--- src/rtl/cb_map_pkg.sv ---
// -----------------------------------------------------------------------------
// cb_map_pkg
//   Shared definitions for the CB port-A read-data router:
//   - destination codes carried on req_dst
//   - direction (lane mapping) codes carried on req_dir
//   - NL capture FSM state encodings
//   - bit positions inside the per-destination out_valid vector
//   - sequence numbers that drive the NL capture steps
//   - helper that derives the landmark-pair index width from the lane count
// -----------------------------------------------------------------------------
package cb_map_pkg;

    typedef enum logic [2:0] {
        DST_IDLE = 3'b000,
        DST_A    = 3'b001,
        DST_B    = 3'b010,
        DST_M    = 3'b011,
        DST_TB   = 3'b100,
        DST_RSV5 = 3'b101,
        DST_RSV6 = 3'b110,
        DST_NL   = 3'b111
    } dst_e;

    typedef enum logic [1:0] {
        DIR_IDLE = 2'b00,
        DIR_POS  = 2'b01,
        DIR_NEG  = 2'b10,
        DIR_NEW  = 2'b11
    } dir_e;

    typedef enum logic [1:0] {
        NL_IDLE = 2'b00,
        NL_X    = 2'b01,
        NL_Y    = 2'b10
    } nl_state_e;

    // Bit positions inside out_valid = {TB, M, B, A}
    localparam int OV_A  = 0;
    localparam int OV_B  = 1;
    localparam int OV_M  = 2;
    localparam int OV_TB = 3;

    // Sequence counts at which the NL capture steps happen
    localparam int NL_SEQ_X = 3;
    localparam int NL_SEQ_Y = 4;
    localparam int NL_SEQ_T = 5;

    // Landmark-pair index width: max(1, log2(lanes/2))
    function automatic int lk_width(input int lanes);
        int w;
        w = $clog2(lanes / 2);
        return (w < 1) ? 1 : w;
    endfunction

endpackage

--- src/rtl/ctrl_delay_line.sv ---
// -----------------------------------------------------------------------------
// ctrl_delay_line
//   Fixed-latency shift register that carries the request control word
//   alongside the CB read so it arrives in the same cycle as the read data.
//
// Parameters
//   WIDTH   width of the control word
//   RD_LAT  number of register stages (equals the CB read latency, 1..7)
//
// Ports
//   clk        in   clock, rising edge
//   sys_rst_n  in   asynchronous active-low reset, clears every stage
//   i_data     in   control word captured this cycle
//   o_data     out  control word captured RD_LAT cycles earlier
// -----------------------------------------------------------------------------
module ctrl_delay_line #(
    parameter int WIDTH  = 8,
    parameter int RD_LAT = 2
) (
    input  logic             clk,
    input  logic             sys_rst_n,
    input  logic [WIDTH-1:0] i_data,
    output logic [WIDTH-1:0] o_data
);

    logic [WIDTH-1:0] r_stage [RD_LAT];

    // NOTE: every stage is cleared on reset (unlike a RAM) because the valid
    //       bit travels in here and an in-flight request must be discarded.
    // NOTE: state uses non-blocking assignments so all stages shift on the
    //       same edge without depending on statement order.
    always_ff @(posedge clk or negedge sys_rst_n) begin
        if (!sys_rst_n) begin
            for (int i = 0; i < RD_LAT; i++) begin
                r_stage[i] <= '0;
            end
        end else begin
            r_stage[0] <= i_data;
            for (int i = 1; i < RD_LAT; i++) begin
                r_stage[i] <= r_stage[i-1];
            end
        end
    end

    assign o_data = r_stage[RD_LAT-1];

endmodule

--- src/rtl/cb_douta_router.sv ---
// -----------------------------------------------------------------------------
// cb_douta_router
//   Routes CB port-A read data to the A/B/M/TB consumers with a per-request
//   lane mapping, and captures the NL landmark values through a small FSM.
//   The request control is delayed by RD_LAT cycles to line up with CB_douta;
//   every output is registered, so results appear RD_LAT+1 cycles after issue.
//
// Parameters
//   L           CB lane count (power of two, >= 4)
//   RSA_DW      lane width
//   SEQ_CNT_DW  sequence counter width
//   RD_LAT      CB read latency in cycles (1..7)
//   LK_DW       derived landmark-pair index width, max(1, log2(L/2))
//
// Ports
//   clk, sys_rst_n               clock / asynchronous active-low reset
//   req_valid                    CB port-A read issued this cycle
//   req_dst [2:0]                destination code (dst_e)
//   req_dir [1:0]                lane-mapping code (dir_e)
//   req_lk  [LK_DW-1:0]          landmark number, low bits
//   req_seq [SEQ_CNT_DW-1:0]     sequence count at issue
//   CB_douta [L*RSA_DW-1:0]      CB read data, RD_LAT cycles after issue
//   A/B/M/TB_douta               mapped lane buses, zero when not selected
//   out_valid [3:0]              per-destination valid {TB, M, B, A}
//   xk, yk, xita, lkx, lky       NL capture registers
//   nl_done                      one-cycle pulse when an NL capture completes
//   sel_err                      sticky flag for reserved destination codes
// -----------------------------------------------------------------------------
module cb_douta_router
    import cb_map_pkg::*;
#(
    parameter  int L          = 4,
    parameter  int RSA_DW     = 32,
    parameter  int SEQ_CNT_DW = 10,
    parameter  int RD_LAT     = 2,
    localparam int LK_DW      = lk_width(L)
) (
    input  logic                  clk,
    input  logic                  sys_rst_n,
    input  logic                  req_valid,
    input  logic [2:0]            req_dst,
    input  logic [1:0]            req_dir,
    input  logic [LK_DW-1:0]      req_lk,
    input  logic [SEQ_CNT_DW-1:0] req_seq,
    input  logic [L*RSA_DW-1:0]   CB_douta,
    output logic [L*RSA_DW-1:0]   A_douta,
    output logic [L*RSA_DW-1:0]   B_douta,
    output logic [L*RSA_DW-1:0]   M_douta,
    output logic [L*RSA_DW-1:0]   TB_douta,
    output logic [3:0]            out_valid,
    output logic [RSA_DW-1:0]     xk,
    output logic [RSA_DW-1:0]     yk,
    output logic [RSA_DW-1:0]     xita,
    output logic [RSA_DW-1:0]     lkx,
    output logic [RSA_DW-1:0]     lky,
    output logic                  nl_done,
    output logic                  sel_err
);

    localparam int CTRL_W = 1 + 3 + 2 + LK_DW + SEQ_CNT_DW;

    // -------------------------------------------------------------------------
    // Control alignment with the CB read data
    // -------------------------------------------------------------------------
    logic [CTRL_W-1:0]     w_ctrl_in;
    logic [CTRL_W-1:0]     w_ctrl_al;
    logic                  w_al_valid;
    logic [2:0]            w_al_dst_raw;
    logic [1:0]            w_al_dir_raw;
    logic [LK_DW-1:0]      w_al_lk;
    logic [SEQ_CNT_DW-1:0] w_al_seq;
    dst_e                  w_al_dst;
    dir_e                  w_al_dir;
    int                    w_seq_int;

    assign w_ctrl_in = {req_valid, req_dst, req_dir, req_lk, req_seq};

    ctrl_delay_line #(
        .WIDTH  (CTRL_W),
        .RD_LAT (RD_LAT)
    ) u_ctrl_delay_line (
        .clk       (clk),
        .sys_rst_n (sys_rst_n),
        .i_data    (w_ctrl_in),
        .o_data    (w_ctrl_al)
    );

    assign {w_al_valid, w_al_dst_raw, w_al_dir_raw, w_al_lk, w_al_seq} = w_ctrl_al;
    assign w_al_dst  = dst_e'(w_al_dst_raw);
    assign w_al_dir  = dir_e'(w_al_dir_raw);
    assign w_seq_int = int'(w_al_seq);

    // -------------------------------------------------------------------------
    // Lane split and landmark pair selection
    // -------------------------------------------------------------------------
    logic [RSA_DW-1:0] w_cb_lane [L];
    logic [LK_DW-1:0]  w_pair;
    logic [RSA_DW-1:0] w_lo;
    logic [RSA_DW-1:0] w_hi;

    for (genvar g = 0; g < L; g++) begin : g_lane
        assign w_cb_lane[g] = CB_douta[g*RSA_DW +: RSA_DW];
    end

    // (lk - 1) mod (L/2): L/2 is exactly 2^LK_DW, so the wrap of the
    // LK_DW-bit subtraction is the modulo.
    assign w_pair = w_al_lk - LK_DW'(1);
    assign w_lo   = w_cb_lane[{w_pair, 1'b0}];
    assign w_hi   = w_cb_lane[{w_pair, 1'b1}];

    // -------------------------------------------------------------------------
    // Lane mapping for A/B/M and for TB
    // -------------------------------------------------------------------------
    logic [L*RSA_DW-1:0] w_map_abm;
    logic [L*RSA_DW-1:0] w_map_tb;

    // NOTE: every always_comb output gets a default first, so no path through
    //       the case/if tree can leave it unassigned and infer a latch.
    always_comb begin
        w_map_abm = '0;
        case (w_al_dir)
            DIR_POS: w_map_abm = CB_douta;
            DIR_NEG: begin
                for (int i = 0; i < L; i++) begin
                    w_map_abm[i*RSA_DW +: RSA_DW] = w_cb_lane[L-1-i];
                end
            end
            DIR_NEW: begin
                w_map_abm[0      +: RSA_DW] = w_lo;
                w_map_abm[RSA_DW +: RSA_DW] = w_hi;
            end
            default: ;
        endcase
    end

    // TB walks the landmark pair across the lanes as seq advances:
    // lo sits at lane s-1 and hi trails it at lane s-2; at s=0 hi wraps
    // to the top lane, and past s=L nothing is shown.
    always_comb begin
        w_map_tb = '0;
        if (w_al_dir == DIR_NEW) begin
            for (int i = 0; i < L; i++) begin
                if (w_seq_int == i + 1) begin
                    w_map_tb[i*RSA_DW +: RSA_DW] = w_lo;
                end else if ((i <= L - 2) && (w_seq_int == i + 2)) begin
                    w_map_tb[i*RSA_DW +: RSA_DW] = w_hi;
                end
            end
            if (w_seq_int == 0) begin
                w_map_tb[(L-1)*RSA_DW +: RSA_DW] = w_hi;
            end
        end
    end

    // -------------------------------------------------------------------------
    // Destination decode (reserved codes hit nothing and raise sel_err)
    // -------------------------------------------------------------------------
    logic w_hit_a;
    logic w_hit_b;
    logic w_hit_m;
    logic w_hit_tb;
    logic w_nl_req;
    logic w_rsv_req;

    assign w_hit_a   = w_al_valid && (w_al_dst == DST_A);
    assign w_hit_b   = w_al_valid && (w_al_dst == DST_B);
    assign w_hit_m   = w_al_valid && (w_al_dst == DST_M);
    assign w_hit_tb  = w_al_valid && (w_al_dst == DST_TB);
    assign w_nl_req  = w_al_valid && (w_al_dst == DST_NL);
    assign w_rsv_req = w_al_valid && ((w_al_dst == DST_RSV5) || (w_al_dst == DST_RSV6));

    always_ff @(posedge clk or negedge sys_rst_n) begin
        if (!sys_rst_n) begin
            A_douta   <= '0;
            B_douta   <= '0;
            M_douta   <= '0;
            TB_douta  <= '0;
            out_valid <= '0;
            sel_err   <= 1'b0;
        end else begin
            A_douta          <= w_hit_a  ? w_map_abm : '0;
            B_douta          <= w_hit_b  ? w_map_abm : '0;
            M_douta          <= w_hit_m  ? w_map_abm : '0;
            TB_douta         <= w_hit_tb ? w_map_tb  : '0;
            out_valid[OV_A]  <= w_hit_a;
            out_valid[OV_B]  <= w_hit_b;
            out_valid[OV_M]  <= w_hit_m;
            out_valid[OV_TB] <= w_hit_tb;
            if (w_rsv_req) begin
                sel_err <= 1'b1;
            end
        end
    end

    // -------------------------------------------------------------------------
    // NL capture FSM
    //   seq 3 (any state) -> capture xk, go NL_X
    //   seq 4 in NL_X     -> capture yk/lkx, go NL_Y
    //   seq 5 in NL_Y     -> capture xita/lky, pulse nl_done, go NL_IDLE
    //   any other NL request aborts to NL_IDLE; non-NL cycles leave it alone
    // -------------------------------------------------------------------------
    nl_state_e r_nl_state;
    nl_state_e w_nl_next;
    logic      w_cap_x;
    logic      w_cap_y;
    logic      w_cap_t;

    always_ff @(posedge clk or negedge sys_rst_n) begin
        if (!sys_rst_n) begin
            r_nl_state <= NL_IDLE;
        end else begin
            r_nl_state <= w_nl_next;
        end
    end

    always_comb begin
        w_nl_next = r_nl_state;
        w_cap_x   = 1'b0;
        w_cap_y   = 1'b0;
        w_cap_t   = 1'b0;
        if (w_nl_req) begin
            w_nl_next = NL_IDLE;
            if (w_seq_int == NL_SEQ_X) begin
                w_cap_x   = 1'b1;
                w_nl_next = NL_X;
            end else if ((w_seq_int == NL_SEQ_Y) && (r_nl_state == NL_X)) begin
                w_cap_y   = 1'b1;
                w_nl_next = NL_Y;
            end else if ((w_seq_int == NL_SEQ_T) && (r_nl_state == NL_Y)) begin
                w_cap_t   = 1'b1;
                w_nl_next = NL_IDLE;
            end
        end
    end

    always_ff @(posedge clk or negedge sys_rst_n) begin
        if (!sys_rst_n) begin
            xk      <= '0;
            yk      <= '0;
            xita    <= '0;
            lkx     <= '0;
            lky     <= '0;
            nl_done <= 1'b0;
        end else begin
            nl_done <= w_cap_t;
            if (w_cap_x) begin
                xk <= w_cb_lane[0];
            end
            if (w_cap_y) begin
                yk  <= w_cb_lane[1];
                lkx <= w_lo;
            end
            if (w_cap_t) begin
                xita <= w_cb_lane[2];
                lky  <= w_hi;
            end
        end
    end

endmodule

--- config.mk ---
export PLATFORM = sky130hd
export DESIGN_NAME = cb_douta_router
export DESIGN_NICKNAME = d
export VERILOG_FILES = /design/src/rtl/cb_map_pkg.sv /design/src/rtl/ctrl_delay_line.sv /design/src/rtl/cb_douta_router.sv
export SDC_FILE = /design/constraint.sdc
export NUM_CORES = 1
export LEC_CHECK = 0
export CAP_MARGIN = 40
export CORE_AREA = 2 2 341 309
export CTS_BUF_LIST = sky130_fd_sc_hd__clkbuf_16
export DETAILED_ROUTE_END_ITERATION = 10
export DIE_AREA = 0 0 343 311
export PLACE_DENSITY = 0.53
export SLEW_MARGIN = 20
export SYNTH_ARGS = -nofsm -noshare
export SYNTH_HDL_FRONTEND = slang
export SYNTH_SLANG_ARGS = --single-unit
--- constraint.sdc ---
create_clock -name clk -period 4.93 [get_ports clk]
set_clock_uncertainty 0.1 [all_clocks]
set_input_delay 0.986 -clock clk [delete_from_list [all_inputs] [get_ports clk]]
set_output_delay 0.986 -clock clk [all_outputs]
set_load 0.1 [all_outputs]
**Word-level counts from Yosys, hierarchy flattened**

Cells that the tools add are included.

- Register bits after elaboration: 714
- Input bits: 147
- Output and inout bits: 678

- Add/subtract/negate cells: 1
- Order comparisons: 2
- Equality and inequality tests: 17
- Mux-type cells: 32
- Bitwise gates (word level): 2
- Reduce and logical (&&, ||, !) cells: 10

Operators with widths:

| kind | count |
|---|---|
| 2-to-1 mux 128 bit | 5 |
| 2-to-1 mux 32 bit | 12 |
| one-hot mux 64 bit (3 select lines) | 1 |
| binary-select mux 32 bit (select 2 bit) | 2 |
| one-hot mux 64 bit (2 select lines) | 1 |
| logical NOT 32 bit | 1 |
| equality test 10 x 3 -> 1 bit, second input constant | 2 |
| equality test 10 x 4 -> 1 bit, second input constant | 2 |
| equality test 3 bit, second input constant | 4 |
| equality test 10 x 2 -> 1 bit, second input constant | 1 |
| 2-to-1 mux 1 bit | 9 |
| logical AND 1 bit | 8 |
| equality test 2 bit, second input constant | 3 |
| equality test 3 x 2 -> 1 bit, second input constant | 2 |
| greater-or-equal comparator 3 bit, second input constant | 2 |
| NOT 2 -> 3 bit | 2 |
| equality test 2 x 1 -> 1 bit, second input constant | 2 |
| 2-to-1 mux 2 bit | 2 |
| equality test 3 x 1 -> 1 bit, second input constant | 1 |
| logical OR 1 bit | 1 |
| subtractor 1 bit, second input constant | 1 |

**Depth between registers and ports, before layout**

Gate-level depths: netlist of the first run.

- Depth in word-level cells: 9
- Gate-level depth with buffers: 8
- Depth with buffers taken out: 6

**Hierarchy**

A second synthesis of the first run with hierarchy kept.

- Cells, all modules: 2081
- Area, all modules: 25713.4 um^2

By module, submodules not included:

| module | times used | cells each | area an instance (um^2) | sequential area each (um^2) |
|---|---|---|---|---|
| cb_douta_router | 1 | 2030 | 24735.0 | 17016.3 |
| ctrl_delay_line | 1 | 51 | 978.4 | 850.8 |

**Worst setup path after synthesis of the first run**

OpenSTA, ideal clock, no wires.

- Path kind: flip-flop to output port
- From: register sel_err
- To: output sel_err
- Arrival time: 0.898 ns
- Setup slack: 2.946 ns
- Cell stages (with the launch flop): 1
- Path buffers: 0
- Cells stage by stage: dfrtp_1

RTL lines:

| what | line | text |
|---|---|---|
| start, declared | cb_douta_router.sv:57 | `output logic sel_err` |
| start signal, assigned | cb_douta_router.sv:179 | `sel_err <= 1'b0;` |
| start signal, assigned | cb_douta_router.sv:190 | `sel_err <= 1'b1;` |

No word-level cell between the ends.

**Final worst setup path of the first run**

- From: register u_ctrl_delay_line.r_stage, in the netlist u_ctrl_delay_line.o_data[2]
- To: register xita[26]

- Longest elaborated chain between the ends: 6
- Elaborated cells between the ends (all ways): 9
- Those cells by class: 3 x eq/ne; 4 x mux; 2 x reduce/logical

RTL lines:

| what | line | text |
|---|---|---|
| start, declared | ctrl_delay_line.sv:26 | `logic [WIDTH-1:0] r_stage [RD_LAT];` |
| start signal, assigned by index | ctrl_delay_line.sv:40 | `r_stage[i] <= r_stage[i-1];` |
| equality test 10 x 4 -> 1 bit | cb_douta_router.sv:229 | `end else if ((w_seq_int == NL_SEQ_T) && (r_nl_state == NL_Y)) begin` |
| logical AND 1 bit | cb_douta_router.sv:229 |  |
| 2-to-1 mux 1 bit | cb_douta_router.sv:229 |  |
| 2-to-1 mux 1 bit | cb_douta_router.sv:226 | `end else if ((w_seq_int == NL_SEQ_Y) && (r_nl_state == NL_X)) begin` |
| 2-to-1 mux 1 bit * | cb_douta_router.sv:223 | `if (w_seq_int == NL_SEQ_X) begin` |
| 2-to-1 mux 1 bit * | cb_douta_router.sv:221 | `if (w_nl_req) begin` |
| end signal, assigned | cb_douta_router.sv:254 | `xita <= w_cb_lane[2];` |
| end, declared | cb_douta_router.sv:53 | `output logic [RSA_DW-1:0] xita,` |

Every way passes the cells marked *; elsewhere a longest branch is shown, timed or not.
A chain may end at the register's enable or synchronous reset.

==> results_dict.tcl, run 1 <==
set metrics [dict create \
    cts_tree "yes" \
    status "complete, no violations" \
    synth_top_area_share_pct 69.9 \
    final_area_sq_um 53200 \
    setup_tns_ns 0 \
    syn_area_sq_um 25600 \
    initial_utilization_pct 24.8 \
    via_per_inst 4.80 \
    row_count 112 \
    synth_edf_count 0 \
    ant_nets 0 \
    cts_root_buf "clkbuf_16" \
    yosys.area.top_type "dfrtp_1" \
    path_buf_inv 2 \
    path_class "reg -> reg" \
    synth-async-reset-ratio_pct 100 \
    ys_top_cells_by_count "714 x dfrtp_1, 386 x nor2_1, 134 x nand2_1" \
    first_global_vias 25900 \
    max_freq_mhz 325 \
    grt.overflow.total 0 \
    place_area_sq_um 50600 \
    fin_crit_sh_pct 62.4 \
    setup_ws_ns 1.85 \
    cts.reportedPaths.clkPinSlew_ns 0.06 \
    finalWeightedCongestion 0.834 \
    p_leak_nw 23.5 \
    synth.area.top_cells "dfrtp_1 70%, nor2_1 5.7%, mux2_2 4.3%" \
    hp-class "reg -> reg" \
    yosysWarnings 0 \
    grt_pass1_wl_um 188000 \
    crit_fanout 48 \
    grt_usage_pct 24.4 \
    vias 23900 \
    grt_max_degree 130 \
    die_w_um 343 \
    multiInputGateArea_sq_um 7150 \
    synth.most_common_cell "dfrtp_1" \
    worst_slew_pin_slew_ns 1.08 \
    internal_power_mw 9.94 \
    setup_viol 0 \
    cts_buffers 80 \
    cap_violations 0 \
    crit_arrival_ns 3.50 \
    cts_hold_buf 0 \
    synth_cells 2062 \
    final_hold_viol_count 0 \
    avgSynthCellArea_sq_um 12.4 \
    dr.pass1.iters 7 \
    wire_per_inst_um 26.5 \
    powerDensity_nw_per_um2 259 \
    die_h_um 311 \
    cpMaxStageDelayCell "dfrtp_4" \
    grt_util_met3_pct 5.38 \
    cts_resized 0 \
    slew_headroom_pct 28.2 \
    required_ns 5.35 \
    wl_um 132000 \
    dp.final_hpwl_um 96500 \
    p_clk_share_pct 43.4 \
    post-route-util_pct 51.6 \
    core_sq_um 103000 \
    antenna_found_initial 21 \
    drt_iter0_markers 2007 \
    busiest_layer "met2" \
    met2_usage_pct 40.8 \
    cts.sinks 714 \
    synthDistinctLibCells 36 \
    regArea_sq_um 17900 \
    synth_seq_cells 714 \
    post_cts_buffers 0 \
    rsz0062_at_grt "false" \
    power_switching_mw 3.83 \
    seqPwrFrac_pct 43.5 \
    finalMaxSlewViolations 0 \
    peakVddDrop_mv 0.202 \
    crit_family "buffers and inverters" \
    h-tree-depth 3 \
    clk_path_buf_depth 3 \
    clk_latency_ns 0.65 \
    drcViolationCount 0 \
    fill_cells 8249 \
    areaGrowthSynthToFinish_pct 108 \
    p_sw_share_pct 27.8 \
    use_met1_pct 29.9 \
    nets 3693 \
    port_buffers 824 \
    synth-seq-area-share_pct 69.9 \
    synth_nets 2213 \
    ioPinCount 825 \
    max_stage_delay_ns 0.66 \
    fin_crit_ns 3.08 \
    dpl_worst_slack_ns 1.81 \
    crit_top_cell "buf_4" \
    worstPathCellList "and4b_1, nand4_1, buf_4, buf_4, mux2_2" \
    endpoint_kind "register" \
    ff2ff_setup_slack_ns 1.85 \
    die-area_sq_um 107000 \
    start_kind "register" \
    synth_ff_type "dfrtp_1" \
    comb_power_share_pct 13.1 \
    drive_gt1_share_pct 26.8 \
]
==> routing by layer <==
layer,up-vias,part of all wire [%]
met5,-,0.042
met2,1346,49
met3,354,7.2
met1,12200,38
met4,8,5.0
li1,9997,-
==> power groups by stage <==
| stage | clock network (mW) | registers, mW | logic (mW) |
|---|---|---|---|
| 2_1_floorplan | 0 | 6.49 | 0.358 |
| 3_3_place_gp | 0 | 6.09 | 1.47 |
| 3_5_place_dp | 0 | 6.09 | 1.79 |
| 4_1_cts | 6.07 | 5.99 | 1.80 |
| 5_1_grt | 6.29 | 5.99 | 1.88 |
| 6_report | 5.98 | 5.99 | 1.80 |
==> sequential cells by signal (all words and copies together) (netlist names), 4 cells and up <==
register and cells:
u_ctrl_delay_line.o_data 17, B_douta 128, yk 32, A_douta 128
xita 32, u_ctrl_delay_line.r_stage 17, TB_douta 128, M_douta 128
out_valid 4, lky 32, lkx 32, xk 32
==> worst paths after layout <==
path                                          startpoint                            to  depth (start not counted)
max reg2reg                  u_ctrl_delay_line.o_data[2]                      xita[26]                          5
min in group asynchronous                      sys_rst_n                    A_douta[0]                          1
min reg2reg                u_ctrl_delay_line.r_stage[33]  u_ctrl_delay_line.o_data[16]                          0
max in group asynchronous                      sys_rst_n                   M_douta[91]                          2
max                          u_ctrl_delay_line.o_data[2]                      xita[26]                          5
min                        u_ctrl_delay_line.r_stage[33]  u_ctrl_delay_line.o_data[16]                          0
==> logic make-up (layout without fill, tap and decap cells) <==
| kind of cell | after synthesis | in the layout | share of synthesized area (%) |
|---|---|---|---|
| AOI/OAI and AO/OA | 385 | 385 | 9.92 |
| other | 0 | 13 | 0 |
| buffers and inverters | 157 | 1700 | 2.46 |
| and+or+nand+nor | 640 | 640 | 10.7 |
| adders and majority gates | 4 | 4 | 0.196 |
| muxes | 161 | 161 | 6.78 |
| DFF | 714 | 714 | 69.9 |
| xor gates and xnor gates | 1 | 1 | 0.0343 |
==> cell usage in the layout (no fill, tap or decap), drive strengths merged, types with 24 or more instances in the layout <==
master / Yosys / final
clkdlybuf4s50: 0 / 819
buf: 29 / 727
dfrtp: 714 / 714
nor2: 386 / 386
nand2: 134 / 134
o21ai: 127 / 127
mux2: 97 / 97
o22ai: 96 / 96
clkbuf: 122 / 84
mux2i: 64 / 64
nand2b: 64 / 64
a22o: 64 / 64
a22oi: 63 / 63
clkinv: 0 / 36
nor2b: 32 / 32
a211oi: 32 / 32
inv: 6 / 24
==> final cells by class <==
class / count / area share, %
repair buffers: 1549 / 44.9
flip-flops and latches: 714 / 33.6
diodes: 13 / 0.0611
clock inverters: 64 / 1.02
multi-input cells: 1191 / 13.4
well taps: 1368 / 3.21
inverters: 6 / 0.0423
clock buffers: 81 / 3.81
==> metrics by stage <==
stage | std cells | power [mW] | hold slack (ns)
2_1_floorplan | 2062 | 6.85 | 0.231
3_3_place_gp | 4146 | 7.55 | 0.234
3_5_place_dp | 4823 | 7.88 | 0.235
4_1_cts | 4968 | 13.9 | 0.237
5_1_grt | 4986 | 14.2 | 0.247
6_report | 4986 | 13.8 | 0.238
Power figures use the tool's default switching activity.
==> run 2, diff against run 1 <==
--- a/config.mk
+++ b/config.mk
@@ -10,7 +10,7 @@
 export CTS_BUF_LIST = sky130_fd_sc_hd__clkbuf_16
 export DETAILED_ROUTE_END_ITERATION = 10
 export DIE_AREA = 0 0 343 311
-export PLACE_DENSITY = 0.53
+export PLACE_DENSITY = 0.55
 export SLEW_MARGIN = 20
 export SYNTH_ARGS = -nofsm -noshare
 export SYNTH_HDL_FRONTEND = slang
==> constraint.sdc (replaced) <==
create_clock -name clk -period 2.7 [get_ports clk]
set_clock_uncertainty 0.1 [all_clocks]
set_input_delay 0.54 -clock clk [delete_from_list [all_inputs] [get_ports clk]]
set_output_delay 0.54 -clock clk [all_outputs]
set_load 0.1 [all_outputs]
==> run 2 against run 1 <==
Against the previous run:
- maximum frequency rose by 25%
- non-clock buffer count shrank 570
- final cell count fell by 12%
- sequential share of layout area is 14 points higher
- critical path depth stayed put
- wire length down 15%
- total power is 78% higher
- core utilization down 15 points
- critical endpoint is now B_douta[41]
- largest power group unchanged
- highest routed layer unchanged
==> results_dict.tcl, run 2 (same netlist as run 1, synthesis figures left out) <==
set metrics [dict create \
    comb_power_share_pct 11.5 \
    endpoint_kind "register" \
    wire_per_inst_um 25.6 \
    status "complete, no violations" \
    clk_path_buf_depth 3 \
    finalWeightedCongestion 0.861 \
    grt.overflow.total 0 \
    first_global_vias 20500 \
    vias 20200 \
    via_per_inst 4.59 \
    fill_cells 10400 \
    cts_hold_buf 1 \
    power_switching_mw 6.64 \
    cap_violations 0 \
    setup_viol 0 \
    grt_pass1_wl_um 157000 \
    drt_iter0_markers 1354 \
    initial_utilization_pct 24.8 \
    worst_slew_pin_slew_ns 0.871 \
    post_cts_buffers 0 \
    internal_power_mw 17.9 \
    cts.reportedPaths.clkPinSlew_ns 0.07 \
    max_freq_mhz 406 \
    antenna_found_initial 6 \
    die_h_um 311 \
    finalMaxSlewViolations 0 \
    h-tree-depth 3 \
    crit_fanout 16 \
    cts_root_buf "clkbuf_16" \
    drcViolationCount 0 \
    peakVddDrop_mv 0.436 \
    required_ns 3.11 \
    dp.final_hpwl_um 83900 \
    areaGrowthSynthToFinish_pct 46.3 \
    cts_tree "yes" \
    nets 3124 \
    grt_usage_pct 20.6 \
    port_buffers 824 \
    wl_um 113000 \
    dr.pass1.iters 5 \
    final_hold_viol_count 0 \
    drive_gt1_share_pct 34.7 \
    place_area_sq_um 34800 \
    core_sq_um 103000 \
    setup_tns_ns 0 \
    crit_arrival_ns 2.88 \
    hp-class "in -> reg" \
    row_count 112 \
    die_w_um 343 \
    start_kind "register" \
    slew_headroom_pct 40.3 \
    fin_crit_sh_pct 91.3 \
    p_sw_share_pct 27.1 \
    powerDensity_nw_per_um2 655 \
    ant_nets 0 \
    seqPwrFrac_pct 44.5 \
    fin_crit_ns 2.47 \
    clk_latency_ns 0.64 \
    p_leak_nw 18.6 \
    cts_buffers 81 \
    rsz0062_at_grt "false" \
    path_class "reg -> reg" \
    grt_max_degree 83 \
    p_clk_share_pct 43.9 \
    ioPinCount 825 \
    layout_commonest_cell "buf_4" \
    cts_resized 0 \
    die-area_sq_um 107000 \
    layout_common_cells "803 x buf_4, 712 x dfrtp_1, 386 x nor2_1" \
    final_area_sq_um 37400 \
    cts.sinks 714 \
]
## run 2: through the flow
stage	hold slack, ns	power, mW	util (%)	setup WS [ns]	cells
2_1_floorplan	0.144	12.5	-	0.747	2062
3_3_place_gp	0.232	13.9	33.8	0.234	4256
3_5_place_dp	0.235	13.9	33.8	0.229	4257
4_1_cts	0.178	24.8	36.3	0.253	4399
5_1_grt	0.193	25.3	36.3	0.163	4401
6_report	0.237	24.5	36.3	0.235	4401
## run 2: area by class of cell
type                    count  area, sq um  share of cell area [%]
diodes                      2         5.00                  0.0134
clock buffers              83         2080                    5.55
clock inverters            58          458                    1.22
inverters                   6         22.5                  0.0602
multi-input cells        1191         7150                    19.1
flip-flops and latches    714        17900                    47.8
well taps                1368         1710                    4.58
repair buffers            979         8090                    21.6
## run 2: power by group through the flow
stage,Clock [mW],Combinational (mW),Sequential (mW)
global route,11.4,2.99,10.9
floorplan,0,0.654,11.9
global placement,0,2.83,11.1
finish,10.8,2.83,10.9
CTS,11.0,2.84,10.9
detailed placement,0,2.83,11.1
## run 2: metal layers
metal  share of wire (%)  global-route usage, %  wire (um)
met4                 3.5                   7.62       3920
met2                  47                   32.9      53100
met5               0.035                      0         39
met3                 7.6                   5.61       8510
met1                  42                   26.6      47100
## run 2: path summary, 6_finish.rpt
check | startpoint | slack (ns) | end | cells after the start
worst min register to register | u_ctrl_delay_line.r_stage[32] | 0.24 | u_ctrl_delay_line.o_data[15] | 0
max in group asynchronous | sys_rst_n | 1.20 | M_douta[101] | 3
worst min-delay path | req_valid | 0.24 | u_ctrl_delay_line.r_stage[33] | 1
min in group asynchronous | sys_rst_n | 0.42 | lkx[3] | 2
worst max-delay path | u_ctrl_delay_line.o_data[10] | 0.23 | B_douta[41] | 5
worst max register to register | u_ctrl_delay_line.o_data[10] | 0.23 | B_douta[41] | 5
## run 2: critical path, cell delays in order (launching register included)
cell and delay, ns:
dfrtp_4 0.63, buf_4 0.38, mux2i_1 0.78, o21ai_0 0.20, nand2b_1 0.18, nor2_1 0.06
